[config.mk]
export PLATFORM = sky130hd
export DESIGN_NAME = bin_to_bcd_seq_flat
export DESIGN_NICKNAME = d
export VERILOG_FILES = /design/src/rtl/bin_to_bcd_seq_if.sv /design/src/rtl/bin_to_bcd_seq.sv /design/src/flat_wrapper.sv
export SDC_FILE = /design/constraint.sdc
export NUM_CORES = 1
export LEC_CHECK = 0
export ABC_AREA = 1
export ABC_CLOCK_PERIOD_IN_PS = 1800
export CAP_MARGIN = 20
export CORE_MARGIN = 10
export CORE_UTILIZATION = 51
export CTS_BUF_LIST = sky130_fd_sc_hd__clkbuf_4
export DETAILED_ROUTE_END_ITERATION = 7
export GPL_ROUTABILITY_DRIVEN = 0
export PLACE_DENSITY = 0.78
export SYNTH_ARGS = -nofsm -noshare
export SYNTH_HDL_FRONTEND = slang
export SYNTH_SLANG_ARGS = --single-unit
[constraint.sdc]
create_clock -name clk -period 1.8 [get_ports clk]
set_input_delay 0.36 -clock clk [delete_from_list [all_inputs] [get_ports clk]]
set_output_delay 0.36 -clock clk [all_outputs]
set_load 0.01 [all_outputs]
[src/rtl/bin_to_bcd_seq_if.sv]
`default_nettype none
// ============================================================================
// Module   : bin_to_bcd_seq_if
// Purpose  : Request/result bundle for the sequential binary-to-BCD converter.
//            The master issues start/bin and observes busy/done/bcd/overflow.
// Revision : 1.0  initial release
// ============================================================================
interface bin_to_bcd_seq_if #(
  parameter int BIN_W  = 14,
  parameter int DIGITS = 4
);
  logic                  start;
  logic [BIN_W-1:0]      bin;
  logic                  busy;
  logic                  done;
  logic [4*DIGITS-1:0]   bcd;
  logic                  overflow;

  // Requester side (datapath / testbench)
  modport master (
    output start,
    output bin,
    input  busy,
    input  done,
    input  bcd,
    input  overflow
  );

  // Converter side
  modport slave (
    input  start,
    input  bin,
    output busy,
    output done,
    output bcd,
    output overflow
  );
endinterface
`default_nettype wire

[src/rtl/bin_to_bcd_seq.sv]
`default_nettype none
// ============================================================================
// Module   : bin_to_bcd_seq
// Purpose  : Sequential shift-and-add-3 binary-to-BCD converter. One operand
//            per accepted start; result after BIN_W shift cycles plus one
//            result-register cycle. Values above 10**DIGITS-1 saturate to
//            all 9s and raise overflow.
// Options  : LEADING_ZERO_BLANK_EN - replace leading zero digits (never digit 0)
//            with the blank code 4'hF in the registered result.
// Revision : 1.0  initial release
// ============================================================================
module bin_to_bcd_seq #(
  parameter int BIN_W  = 14,
  parameter int DIGITS = 4
) (
  input  logic                clk,
  input  logic                rst,
  bin_to_bcd_seq_if.slave     bus
);

  localparam int c_bcd_w = 4 * DIGITS;
  localparam int c_scr_w = c_bcd_w + 1;          // one guard bit above the top digit
  localparam int c_cnt_w = $clog2(BIN_W + 1);

  // 10**n evaluated at elaboration time, wide enough for any legal DIGITS
  function automatic logic [63:0] pow10(input int n);
    logic [63:0] v;
    v = 64'd1;
    for (int i = 0; i < n; i++) begin
      v = v * 64'd10;
    end
    return v;
  endfunction

  localparam logic [63:0] c_max_val = pow10(DIGITS) - 64'd1;

  // Elaboration-time guard on the supported operand width
  if ((BIN_W < 4) || (BIN_W > 20)) begin : g_param_check
    $error("bin_to_bcd_seq: BIN_W must be within 4..20");
  end

  typedef enum logic [1:0] {
    S_IDLE  = 2'd0,
    S_SHIFT = 2'd1,
    S_DONE  = 2'd2
  } state_t;

  state_t               r_state;
  state_t               w_next;

  logic [BIN_W-1:0]     r_shift;
  logic [c_scr_w-1:0]   r_scratch;
  logic [c_cnt_w-1:0]   r_cnt;
  logic                 r_ovf_cap;

  logic                 r_done;
  logic [c_bcd_w-1:0]   r_bcd;
  logic                 r_overflow;

  logic                 w_accept;
  logic [c_bcd_w-1:0]   w_adj;
  logic [c_bcd_w-1:0]   w_formatted;
  logic [c_bcd_w-1:0]   w_result;
  logic                 w_sat;

  assign w_accept = (r_state == S_IDLE) && bus.start;

  // State register
  always_ff @(posedge clk or posedge rst) begin
    if (rst) begin
      r_state <= S_IDLE;
    end else begin
      r_state <= w_next;
    end
  end

  // Next-state logic: IDLE waits for start, SHIFT runs BIN_W cycles, DONE lasts one
  always_comb begin
    w_next = r_state;
    case (r_state)
      S_IDLE:  if (bus.start) w_next = S_SHIFT;
      S_SHIFT: if (r_cnt == c_cnt_w'(1)) w_next = S_DONE;
      S_DONE:  w_next = S_IDLE;
      default: w_next = S_IDLE;
    endcase
  end

  // Add-3 correction applied to every scratch digit in parallel before the shift
  for (genvar d = 0; d < DIGITS; d++) begin : g_adj
    assign w_adj[4*d +: 4] = (r_scratch[4*d +: 4] >= 4'd5) ? (r_scratch[4*d +: 4] + 4'd3)
                                                          : r_scratch[4*d +: 4];
  end

  // Conversion datapath: load on accept, shift {scratch, shift} left while in SHIFT
  always_ff @(posedge clk or posedge rst) begin
    if (rst) begin
      r_shift   <= '0;
      r_scratch <= '0;
      r_cnt     <= '0;
      r_ovf_cap <= 1'b0;
    end else if (w_accept) begin
      r_shift   <= bus.bin;
      r_scratch <= '0;
      r_cnt     <= c_cnt_w'(BIN_W);
      r_ovf_cap <= ({{(64-BIN_W){1'b0}}, bus.bin} > c_max_val);
    end else if (r_state == S_SHIFT) begin
      // Old guard bit falls off the top; the new guard is the top adjusted bit
      r_scratch <= {w_adj, r_shift[BIN_W-1]};
      r_shift   <= {r_shift[BIN_W-2:0], 1'b0};
      r_cnt     <= r_cnt - c_cnt_w'(1);
    end
  end

  // The guard bit can only be set by an out-of-range operand, which ovf_cap already
  // flags; folding it in keeps saturation robust without changing in-range results.
  assign w_sat = r_ovf_cap | r_scratch[c_bcd_w];

`ifdef LEADING_ZERO_BLANK_EN
  // Blank zero digits above the most-significant nonzero digit; digit 0 always shown
  always_comb begin
    logic v_lead;
    w_formatted = r_scratch[c_bcd_w-1:0];
    v_lead      = 1'b1;
    for (int d = DIGITS - 1; d >= 1; d--) begin
      if (v_lead && (r_scratch[4*d +: 4] == 4'd0)) begin
        w_formatted[4*d +: 4] = 4'hF;
      end else begin
        v_lead = 1'b0;
      end
    end
  end
`else
  assign w_formatted = r_scratch[c_bcd_w-1:0];
`endif

  assign w_result = w_sat ? {DIGITS{4'd9}} : w_formatted;

  // Result registers: updated only in DONE so intermediate scratch never leaks out
  always_ff @(posedge clk or posedge rst) begin
    if (rst) begin
      r_done     <= 1'b0;
      r_bcd      <= '0;
      r_overflow <= 1'b0;
    end else begin
      r_done <= (r_state == S_DONE);
      if (r_state == S_DONE) begin
        r_bcd      <= w_result;
        r_overflow <= w_sat;
      end
    end
  end

  assign bus.busy     = (r_state == S_SHIFT);
  assign bus.done     = r_done;
  assign bus.bcd      = r_bcd;
  assign bus.overflow = r_overflow;

endmodule
`default_nettype wire
[src/flat_wrapper.sv]
// flat-port wrapper written by rule: the top's interface ports become plain ports
module bin_to_bcd_seq_flat 
#(
  parameter int BIN_W  = 14,
  parameter int DIGITS = 4
)
  (clk, rst, bus_start, bus_bin, bus_busy, bus_done, bus_bcd, bus_overflow);
  bin_to_bcd_seq_if #(.BIN_W(BIN_W), .DIGITS(DIGITS)) bus_i ();
  input  logic clk;
  input  logic rst;
  input wire logic [$bits(bus_i.start)-1:0] bus_start;
  input wire logic [$bits(bus_i.bin)-1:0] bus_bin;
  output wire logic [$bits(bus_i.busy)-1:0] bus_busy;
  output wire logic [$bits(bus_i.done)-1:0] bus_done;
  output wire logic [$bits(bus_i.bcd)-1:0] bus_bcd;
  output wire logic [$bits(bus_i.overflow)-1:0] bus_overflow;
  assign bus_i.start = bus_start;
  assign bus_i.bin = bus_bin;
  assign bus_busy = bus_i.busy;
  assign bus_done = bus_i.done;
  assign bus_bcd = bus_i.bcd;
  assign bus_overflow = bus_i.overflow;
  bin_to_bcd_seq #(.BIN_W(BIN_W), .DIGITS(DIGITS)) u_core (.clk(clk), .rst(rst), .bus(bus_i));
endmodule
==> flow_summary_export.csv, run 1 <==
group,metric,value,unit
outcome,run_status,"finished, final reports clean",
global_route,grt_first_pass_wirelength,9450,µm
cts,htree_levels,2,
cts,clock_latency,0.37,ns
floorplan,floorplan.initialDensity,0.526,
sta,relSlewSlack,0.750,
worst_hold_path,min_path_type,"in -> async",
cts,clk_transition_reported_paths,0.14,ns
global_route,grt_antenna_before_repair,0,
worst_setup_path,crit_path_end_kind,"output port",
final_layout,fin_nets,397,
drt,post-route-drc-count,0,
pwr,power.density_cell_area,1570,nW/µm²
sta,finalCriticalPeriod,1.64,ns
worst_setup_path,rrSetupSlack,0.44,ns
sta,finalSetupTns,0,ns
yosys,synth.distinct_cells,18,
final_layout,area.growth.synth_to_final,18.0,%
sta,finalMaxSlewViolations,0,
cts,number_of_clock_sinks_seen_by_cts,56,
drt,vias_per_cell,4.99,
yosys,postSynthRegisterBits,56,
worst_setup_path,critical_path_buf_inv_count,1,
worst_setup_path,critPathSlowestCell,"clkdlybuf4s50_1",
sta,worst_slew_pin_tran,0.375,ns
worst_setup_path,startpoint_of_the_worst_register_to_register_path,"u_core.r_scratch[12]$_DFFE_PP0P_",
worst_setup_path,critPathLaunch,"u_core.bus.bcd[0]$_DFFE_PP0P_",
floorplan,floorplan.core_area,5110,µm²
worst_setup_path,worst-r2r-cell-count,7,
global_route,grt_total_ovfl,0,
worst_setup_path,largest_fanout_on_the_critical_path,2,
run,max_cap_viol_count,0,
yosys,synth_sequential_area_ratio,0.521,
global_route,gr-usage-all-layers,0.131,
drt,drt-total-wl,5300,µm
sta,hold_viol_final,0,
pwr,p_leak,1.63,nW
worst_setup_path,worst_r2r_endpoint,"u_core.r_scratch[16]$_DFFE_PP0P_",
drt,vias,2195,
drt,route.detailed.wl_per_inst,12.0,µm
yosys,async_reset_ff_frac,1.00,
sta,final.setup_skew,0.00895,ns
worst_setup_path,timing.critical_path.slowest_cell_delay,0.55,ns
cts,cts-buffers-inserted,5,
yosys,post_synth.cell_area_avg,8.12,µm²
sta,final.period_utilization,0.913,
sta,max_freq,609,MHz
final_layout,finish.instance_area,3170,µm²
placement,placement.cell_area,3120,µm²
worst_setup_path,path_cells,"clkdlybuf4s50_1",
pwr,irDropWorstVdd,700,µV
placement,place.detailed.hpwl,3870,µm
yosys,postSynthCellCount,331,
drt,drtPass1Iterations,4,
cts,cts_tree,"done",
worst_setup_path,critical_path_required,1.44,ns
sta,setup_viol_count_final,0,
worst_setup_path,worst-setup-path-type,"reg -> out",
yosys,synth_area,2690,µm²
sta,rsz0062_at_grt,"false",
final_layout,final_layout_size_suffix_gt1_frac,0.0459,
floorplan,die_area,8570,µm²
floorplan,fp.dieH,92.6,µm
final_layout,ant_diodes,0,
drt,drt-initial-drc-count,75,
cts,clock_tree.buffer_depth,2,
worst_setup_path,crit_path_start_kind,"flop",
global_route,grt_pass1_vias,2165,
yosys,dominantRegCellSynth,"dfrtp_1",
global_route,grt_start_max_net_pins,57,
cts,clock_tree.root_cell,"clkbuf_4",
yosys,synthesis.nets,358,
placement,count_of_buffers_inserted_at_the_top_level_ports,35,
worst_setup_path,worst_setup_path_endpoint,"bus_bcd[0]",
yosys,yosysWarnings,0,
floorplan,fp.dieW,92.6,µm
yosys,post_synth_edffs,0,
worst_setup_path,timing.critical_path.depth,1,
floorplan,rows,26,
worst_setup_path,worstPathArrival,1.28,ns
worst_setup_path,path_delay_family,"buffers and inverters",
drt,postRouteAntennaNets,0,
floorplan,floorplan.io_pins,36,
==> stage by stage <==
step	setup slack [ns]	util	power [mW]	instances	hold slack (ns)
after floorplan	0.0687	-	3.81	331	0.449
after global placement	0.312	0.611	4.44	433	0.465
after detailed placement	0.275	0.611	4.54	433	0.469
after CTS	0.120	0.621	5.05	440	0.350
after global routing	0.0624	0.621	5.56	440	0.337
final	0.157	0.621	4.98	440	0.345
==> synthesized netlist by cell type, types with 3 or more instances <==
cell type / instances / area [µm²]
nand2_1: 114 / 428
nand4_1: 10 / 62.6
o21ai_0: 23 / 115
buf_2: 3 / 15.0
dfrtp_1: 56 / 1400
o21bai_1: 3 / 22.5
nor2_1: 19 / 71.3
ha_1: 10 / 125
nand3_1: 35 / 175
inv_1: 37 / 139
a21oi_1: 8 / 40.0
buf_4: 6 / 45.0
==> cell usage in the layout, fill, tap and decap left out <==
master	synthesis	routed
o21bai_1	3	3
o21ai_1	1	1
ha_1	10	10
nor2_1	19	19
inv_2	1	2
buf_4	6	5
o21ai_0	23	23
clkinv_2	0	1
a21oi_1	8	8
clkdlybuf4s50_1	0	34
a22oi_1	1	1
nand3_1	35	35
nand2_1	114	114
clkbuf_4	0	6
nor2_2	1	1
dfrtp_1	56	56
buf_12	0	1
nand3_2	1	1
dlygate4sd2_1	0	1
inv_1	37	36
nand4_1	10	10
o211ai_1	2	2
==> sequential cells by signal, indices dropped and copies added (netlist names) <==
name / flops
u_core.r_scratch: 17
u_core.bus.done: 1
u_core.r_cnt: 4
u_core.r_shift: 14
u_core.r_state: 2
u_core.r_ovf_cap: 1
u_core.bus.overflow: 1
u_core.bus.bcd: 16
==> power by group <==
group | switching, mW | internal, mW
Combinational | 1.37 | 0.975
Sequential | 0.336 | 1.78
Clock | 0.357 | 0.160
Total | 2.07 | 2.91
==> how the worst min path moves through the flow <==
stage,from,to,cells past startpoint
2_1_floorplan,u_core.r_shift[0]$_DFFE_PP0P_,u_core.r_shift[0]$_DFFE_PP0P_,2
3_3_place_gp,u_core.r_ovf_cap$_DFFE_PP0P_,u_core.r_ovf_cap$_DFFE_PP0P_,2
3_5_place_dp,u_core.r_ovf_cap$_DFFE_PP0P_,u_core.r_ovf_cap$_DFFE_PP0P_,2
4_1_cts,rst,u_core.r_scratch[1]$_DFFE_PP0P_,3
5_1_grt,rst,u_core.r_scratch[16]$_DFFE_PP0P_,3
6_report,rst,u_core.r_scratch[1]$_DFFE_PP0P_,3
==> metal layers <==
layer	track usage	part of all wire	wire, µm	vias up
met5	0	0	0	-
met2	0.219	0.45	2390	53
met3	0.0428	0.069	366	6
met4	0.0360	0.0092	49	0
li1	-	-	-	1136
met1	0.158	0.47	2490	1000
==> final cells by class <==
type | count | area [µm²]
fillers | 484 | 1940
flip-flops and latches | 56 | 1400
multi-input cells | 228 | 1080
repair buffers | 41 | 407
inverters | 38 | 143
well taps | 70 | 87.6
clock buffers | 6 | 45.0
clock inverters | 1 | 5.00
==> logic make-up after synthesis <==
logic type      after synthesis  share of synthesized area
simple gates                180                      0.280
fa+ha+maj                    10                     0.0466
compound gates               38                     0.0763
flops                        56                      0.521
buf+inv                      47                     0.0754
==> repair_timing <==
| action | CTS | global route |
|---|---|---|
| endpoints found under the setup margin | 1 | 0 |
| resized for setup | 1 | 0 |
| setup buffers | 0 | 0 |
| hold buffers | 0 | 0 |
Note: power is estimated with default switching activity, not from simulation.
==> run 2, diff against run 1 <==
--- a/config.mk
+++ b/config.mk
@@ -8,12 +8,15 @@
 export ABC_AREA = 1
 export ABC_CLOCK_PERIOD_IN_PS = 1800
 export CAP_MARGIN = 20
+export CELL_PAD_IN_SITES_DETAIL_PLACEMENT = 1
+export CELL_PAD_IN_SITES_GLOBAL_PLACEMENT = 2
 export CORE_MARGIN = 10
-export CORE_UTILIZATION = 51
+export CORE_UTILIZATION = 30
 export CTS_BUF_LIST = sky130_fd_sc_hd__clkbuf_4
 export DETAILED_ROUTE_END_ITERATION = 7
 export GPL_ROUTABILITY_DRIVEN = 0
-export PLACE_DENSITY = 0.78
+export PLACE_DENSITY = 0.77
 export SYNTH_ARGS = -nofsm -noshare
 export SYNTH_HDL_FRONTEND = slang
 export SYNTH_SLANG_ARGS = --single-unit
+export TNS_END_PERCENT = 30
==> run 2 against run 1 <==
  * First-iteration DRC count up 16%
  * Total power up 7.1%
  * Non-clock buffer count up 2
  * Sequential share of layout area down 1.5 points
  * Clock-buffer cell count down 1
  * Combinational power up 5%
  * Largest power group unchanged
  * Highest routed layer unchanged
==> flow_summary_export.csv, run 2 (synthesis gave the netlist of run 1 again) <==
group,metric,value,unit
outcome,run_status,"finished, final reports clean",
worst_setup_path,largest_fanout_on_the_critical_path,2,
global_route,grt_total_ovfl,0,
sta,rsz0062_at_grt,"false",
floorplan,fp.dieH,115,µm
global_route,grt_antenna_before_repair,0,
sta,setup_viol_count_final,0,
worst_setup_path,worst-r2r-cell-count,6,
worst_setup_path,timing.critical_path.slowest_cell_delay,0.55,ns
worst_setup_path,path_cells,"clkdlybuf4s50_1",
drt,drt-total-wl,6750,µm
cts,number_of_clock_sinks_seen_by_cts,56,
worst_setup_path,crit_path_start_kind,"flop",
floorplan,floorplan.io_pins,36,
pwr,irDropWorstVdd,510,µV
cts,htree_levels,2,
final_layout,final_layout_size_suffix_gt1_frac,0.0563,
cts,clock_latency,0.38,ns
sta,post-route-worst-setup-slack,0.114,ns
cts,clock_tree.buffer_depth,2,
final_layout,layout_common_cells,"nand2_1, dfrtp_1, inv_1",
worst_setup_path,worstPathArrival,1.33,ns
final_layout,ant_diodes,0,
global_route,grt_first_pass_wirelength,11900,µm
drt,postRouteAntennaNets,0,
final_layout,largest_register,"u_core.r_scratch",
global_route,grt_start_max_net_pins,57,
worst_setup_path,critical_path_buf_inv_count,1,
final_layout,final_common_cell,"nand2_1",
sta,relSlewSlack,0.727,
cts,clock_tree.root_cell,"clkbuf_4",
floorplan,die_area,13100,µm²
sta,finalSetupTns,0,ns
placement,post-place-ws,0.227,ns
global_route,grt_pass1_vias,2439,
worst_setup_path,startpoint_of_the_worst_register_to_register_path,"u_core.r_state[0]$_DFFE_PP0P_",
worst_setup_path,timing.critical_path.depth,1,
cts,quantity_of_hold_fixing_buffers_added_after_cts,0,
drt,drtPass1Iterations,4,
drt,post-route-drc-count,0,
placement,count_of_buffers_inserted_at_the_top_level_ports,35,
cts,cts-buffers-inserted,5,
floorplan,rows,34,
final_layout,final_cell_count_no_fill,481,
worst_setup_path,rrSetupSlack,0.43,ns
cts,cts_tree,"done",
placement,place.detailed.hpwl,4800,µm
pwr,p_leak,1.65,nW
worst_setup_path,worst_r2r_endpoint,"u_core.bus.bcd[12]$_DFFE_PP0P_",
worst_hold_path,min_path_type,"in -> async",
placement,dp_cells,472,
final_layout,area.growth.synth_to_final,22.2,%
sta,final.setup_skew,0.0193,ns
final_layout,fillCellCount,1077,
pwr,power.density_cell_area,1620,nW/µm²
sta,final.period_utilization,0.937,
sta,max_freq,593,MHz
drt,vias,2265,
final_layout,fin_nets,399,
drt,vias_per_cell,4.71,
sta,finalMaxSlewViolations,0,
sta,hold_viol_final,0,
run,max_cap_viol_count,0,
drt,drt-initial-drc-count,87,
cts,clk_transition_reported_paths,0.18,ns
worst_setup_path,critical_path_required,1.44,ns
worst_setup_path,crit_path_end_kind,"output port",
floorplan,floorplan.core_area,8720,µm²
final_layout,number_of_flip_flops_in_the_largest_register,17,
drt,route.detailed.wl_per_inst,14.0,µm
worst_setup_path,path_delay_family,"buffers and inverters",
pwr,total_power,5.33,mW
worst_setup_path,worst-setup-path-type,"reg -> out",
global_route,gr-usage-all-layers,0.109,
sta,finalCriticalPeriod,1.69,ns
floorplan,floorplan.initialDensity,0.308,
floorplan,fp.dieW,115,µm
sta,worst_slew_pin_tran,0.409,ns
worst_setup_path,critPathSlowestCell,"clkdlybuf4s50_1",
run 2: how the worst max path moves through the flow:
stage          slack, ns                            from                       endpoint
2_1_floorplan       0.07                             rst  u_core.bus.bcd[0]$_DFFE_PP0P_
3_3_place_gp        0.27                       bus_start  u_core.r_shift[4]$_DFFE_PP0P_
3_5_place_dp        0.23                       bus_start  u_core.r_shift[9]$_DFFE_PP0P_
4_1_cts             0.08  u_core.bus.bcd[14]$_DFFE_PP0P_                    bus_bcd[14]
5_1_grt             0.02   u_core.bus.bcd[7]$_DFFE_PP0P_                     bus_bcd[7]
6_report            0.11  u_core.bus.bcd[14]$_DFFE_PP0P_                    bus_bcd[14]
run 2: report_power, final:
group	internal (mW)	total (mW)	switching (mW)
clock network	0.297	0.730	0.433
registers	1.78	2.13	0.355
logic	1.01	2.47	1.46
run 2: repair_timing:
item	CTS	global route
buffers inserted	1	0
endpoints found under the setup margin	1	0
resized for setup	1	0
run 2: final cells by class:
type | count | area [µm²] | area share
timing repair buffer | 43 | 434 | 0.132
inverter | 38 | 143 | 0.0434
multi-input combinational | 228 | 1090 | 0.331
tap | 108 | 135 | 0.0411
clock inverter | 3 | 46.3 | 0.0141
clock buffer | 5 | 37.5 | 0.0114
sequential | 56 | 1400 | 0.427
run 2: routing by layer:
layer	vias up	routed length (µm)	track usage
li1	1137	-	-
met1	1095	3160	0.131
met2	29	3280	0.190
met3	4	262	0.0236
met4	0	50	0.0301
met5	-	0	0
run 2: metrics by stage:
stage / util / area [µm²] / hold slack [ns]
2_1_floorplan: - / 2690 / 0.449
3_3_place_gp: 0.366 / 3190 / 0.463
3_5_place_dp: 0.366 / 3190 / 0.469
4_1_cts: 0.377 / 3280 / 0.325
5_1_grt: 0.377 / 3280 / 0.332
6_report: 0.377 / 3280 / 0.318
==> run 3, diff against run 2 <==
--- a/config.mk
+++ b/config.mk
@@ -15,6 +15,7 @@
 export CTS_BUF_LIST = sky130_fd_sc_hd__clkbuf_4
 export DETAILED_ROUTE_END_ITERATION = 7
 export GPL_ROUTABILITY_DRIVEN = 0
+export GPL_TIMING_DRIVEN = 0
 export PLACE_DENSITY = 0.77
 export SYNTH_ARGS = -nofsm -noshare
 export SYNTH_HDL_FRONTEND = slang
==> run 3 against run 2 <==
  * Clock-buffer cell count stayed put
  * Design area is 0.23% lower
  * Non-clock buffer count is 5 higher
  * Global-route usage is 0.33 points higher
  * Worst setup slack worse by 0.013 ns
  * Sequential share of layout area is 0.098 points higher
  * Sequential power hardly changed
  * Clock power is 20% lower
  * Maximum frequency is 0.79% lower
  * Via count hardly changed
  * Clock skew is 0.0075 ns higher
  * Highest routed layer unchanged
==> flow_summary_export.csv, run 3 (synthesis gave the netlist of run 1 again) <==
group,metric,value,unit
worst_setup_path,critPathLaunch,"u_core.bus.bcd[0]$_DFFE_PP0P_",
pwr,irDropWorstVdd,476,µV
worst_setup_path,worst-r2r-cell-count,6,
worst_setup_path,crit_path_start_kind,"flop",
drt,drt-total-wl,6970,µm
final_layout,fin_nets,404,
worst_setup_path,critPathSlowestCell,"clkdlybuf4s50_1",
pwr,p_leak,1.66,nW
drt,route.detailed.wl_per_inst,14.3,µm
final_layout,area_of_the_multi_input_gates,1080,µm²
final_layout,final_cell_count_no_fill,486,
cts,cts_tree,"done",
pwr,total_power,5.26,mW
drt,vias,2264,
floorplan,rows,34,
sta,setup_viol_count_final,0,
cts,clock_tree.buffer_depth,2,
worst_setup_path,critical_path_buf_inv_count,1,
worst_setup_path,critical_path_required,1.44,ns
outcome,run_status,"finished, final reports clean",
final_layout,final_layout_size_suffix_gt1_frac,0.0688,
drt,vias_per_cell,4.66,
floorplan,floorplan.io_pins,36,
cts,clk_transition_reported_paths,0.18,ns
sta,final.setup_skew,0.0268,ns
worst_setup_path,path_cells,"clkdlybuf4s50_1",
global_route,grt_start_max_net_pins,32,
placement,place.detailed.hpwl,5110,µm
global_route,grt_total_ovfl,0,
cts,htree_levels,2,
worst_setup_path,startpoint_of_the_worst_register_to_register_path,"u_core.r_state[0]$_DFFE_PP0P_",
sta,max_freq,588,MHz
cts,clock_latency,0.40,ns
placement,count_of_buffers_inserted_at_the_top_level_ports,35,
sta,final.period_utilization,0.944,
cts,clock_tree.root_cell,"clkbuf_4",
worst_setup_path,crit_path_end_kind,"output port",
run,max_cap_viol_count,0,
worst_setup_path,timing.critical_path.slowest_cell_delay,0.54,ns
floorplan,fp.dieH,115,µm
floorplan,floorplan.core_area,8720,µm²
worst_setup_path,worst-setup-path-type,"reg -> out",
worst_setup_path,timing.critical_path.depth,1,
sta,finalCriticalPeriod,1.70,ns
pwr,power.density_cell_area,1610,nW/µm²
floorplan,die_area,13100,µm²
floorplan,floorplan.initialDensity,0.308,
final_layout,number_of_flip_flops_in_the_largest_register,17,
final_layout,largest_register,"u_core.r_scratch",
final_layout,final_common_cell,"nand2_1",
worst_setup_path,path_delay_family,"buffers and inverters",
drt,post-route-drc-count,0,
floorplan,fp.dieW,115,µm
worst_setup_path,largest_fanout_on_the_critical_path,2,
global_route,gr-usage-all-layers,0.112,
global_route,grt_antenna_before_repair,0,
worst_hold_path,min_path_type,"in -> async",
drt,postRouteAntennaNets,0,
drt,drtPass1Iterations,4,
placement,dp_cells,475,
cts,number_of_clock_sinks_seen_by_cts,56,
sta,worst_hold_slack_after_final_layout,0.360,ns
placement,placement.cell_area,3190,µm²
final_layout,fillCellCount,1073,
sta,rsz0062_at_grt,"false",
sta,relSlewSlack,0.543,
final_layout,layout_common_cells,"nand2_1, dfrtp_1, inv_1, nand3_1, clkdlybuf4s50_1",
final_layout,register_area,1400,µm²
global_route,grt_pass1_vias,2508,
sta,worst_slew_pin_tran,0.684,ns
final_layout,area.growth.synth_to_final,21.9,%
sta,hold_viol_final,0,
cts,cts-buffers-inserted,5,
final_layout,finish.instance_area,3280,µm²
final_layout,postLayoutCoreUtil,0.376,
worst_setup_path,worstPathArrival,1.34,ns
global_route,grt_first_pass_wirelength,12000,µm
drt,drt-initial-drc-count,70,
final_layout,ant_diodes,0,
sta,finalMaxSlewViolations,0,
==> run 3: cell types whose count changed in the layout (fill, tap and decap cells not counted), sizes merged <==
cell,before,now
clkinv,0,1
buf,8,13
bufinv,1,0
==> run 3: final cells by class <==
class                           instances  share of cell area
Sequential cell                        56               0.428
Multi-Input combinational cell        228               0.331
Timing Repair Buffer                   40               0.122
Inverter                               38              0.0435
Tap cell                              108              0.0412
Buffer                                  8              0.0172
Clock buffer                            5              0.0115
Clock inverter                          3             0.00649
==> run 3: power by group <==
group          switching [mW]  internal [mW]
logic                    1.49           1.06
registers               0.356           1.78
clock network           0.426          0.156
total                    2.27           2.99
==> run 3: worst register-to-register path, stage by stage, from the launching register on <==
cell and delay (ns):
dfrtp_1 0.43, buf_4 0.13, buf_4 0.13, nor2_1 0.16
nand2_1 0.27, inv_2 0.27, a21oi_1 0.09
==> run 3: routing by layer <==
metal,wire [µm],global-route usage,share of wire,up-vias
met4,40,0.0217,0.0057,0
met5,0,0,0,-
met3,309,0.0325,0.044,4
met1,3270,0.133,0.47,1078
met2,3350,0.196,0.48,34
li1,-,-,-,1148
==> run 3: per-stage QoR <==
step	worst slack [ns]	setup TNS, ns
after floorplan	0.0687	0
after global placement	-1.10	-61.75
after detailed placement	-0.0842	-0.0842
after CTS	0.0515	0
after global routing	0.00794	0
final	0.101	0
==> run 3: repair_timing <==
item / in CTS / in global routing
resized for setup: 2 / 1
endpoints found under the setup margin: 1 / 1
buffers inserted: 3 / 1
hold buffers: 0 / 0
==> run 3: path summary, 6_finish.rpt <==
check,to,slack (ns)
max,bus_bcd[0],0.10
min,u_core.r_cnt[2]$_DFFE_PP0P_,0.36
max reg2reg,u_core.bus.bcd[15]$_DFFE_PP0P_,0.22
min reg2reg,u_core.r_scratch[0]$_DFFE_PP0P_,0.49
max in group asynchronous,u_core.r_shift[10]$_DFFE_PP0P_,0.86
min in group clk,u_core.r_scratch[0]$_DFFE_PP0P_,0.49
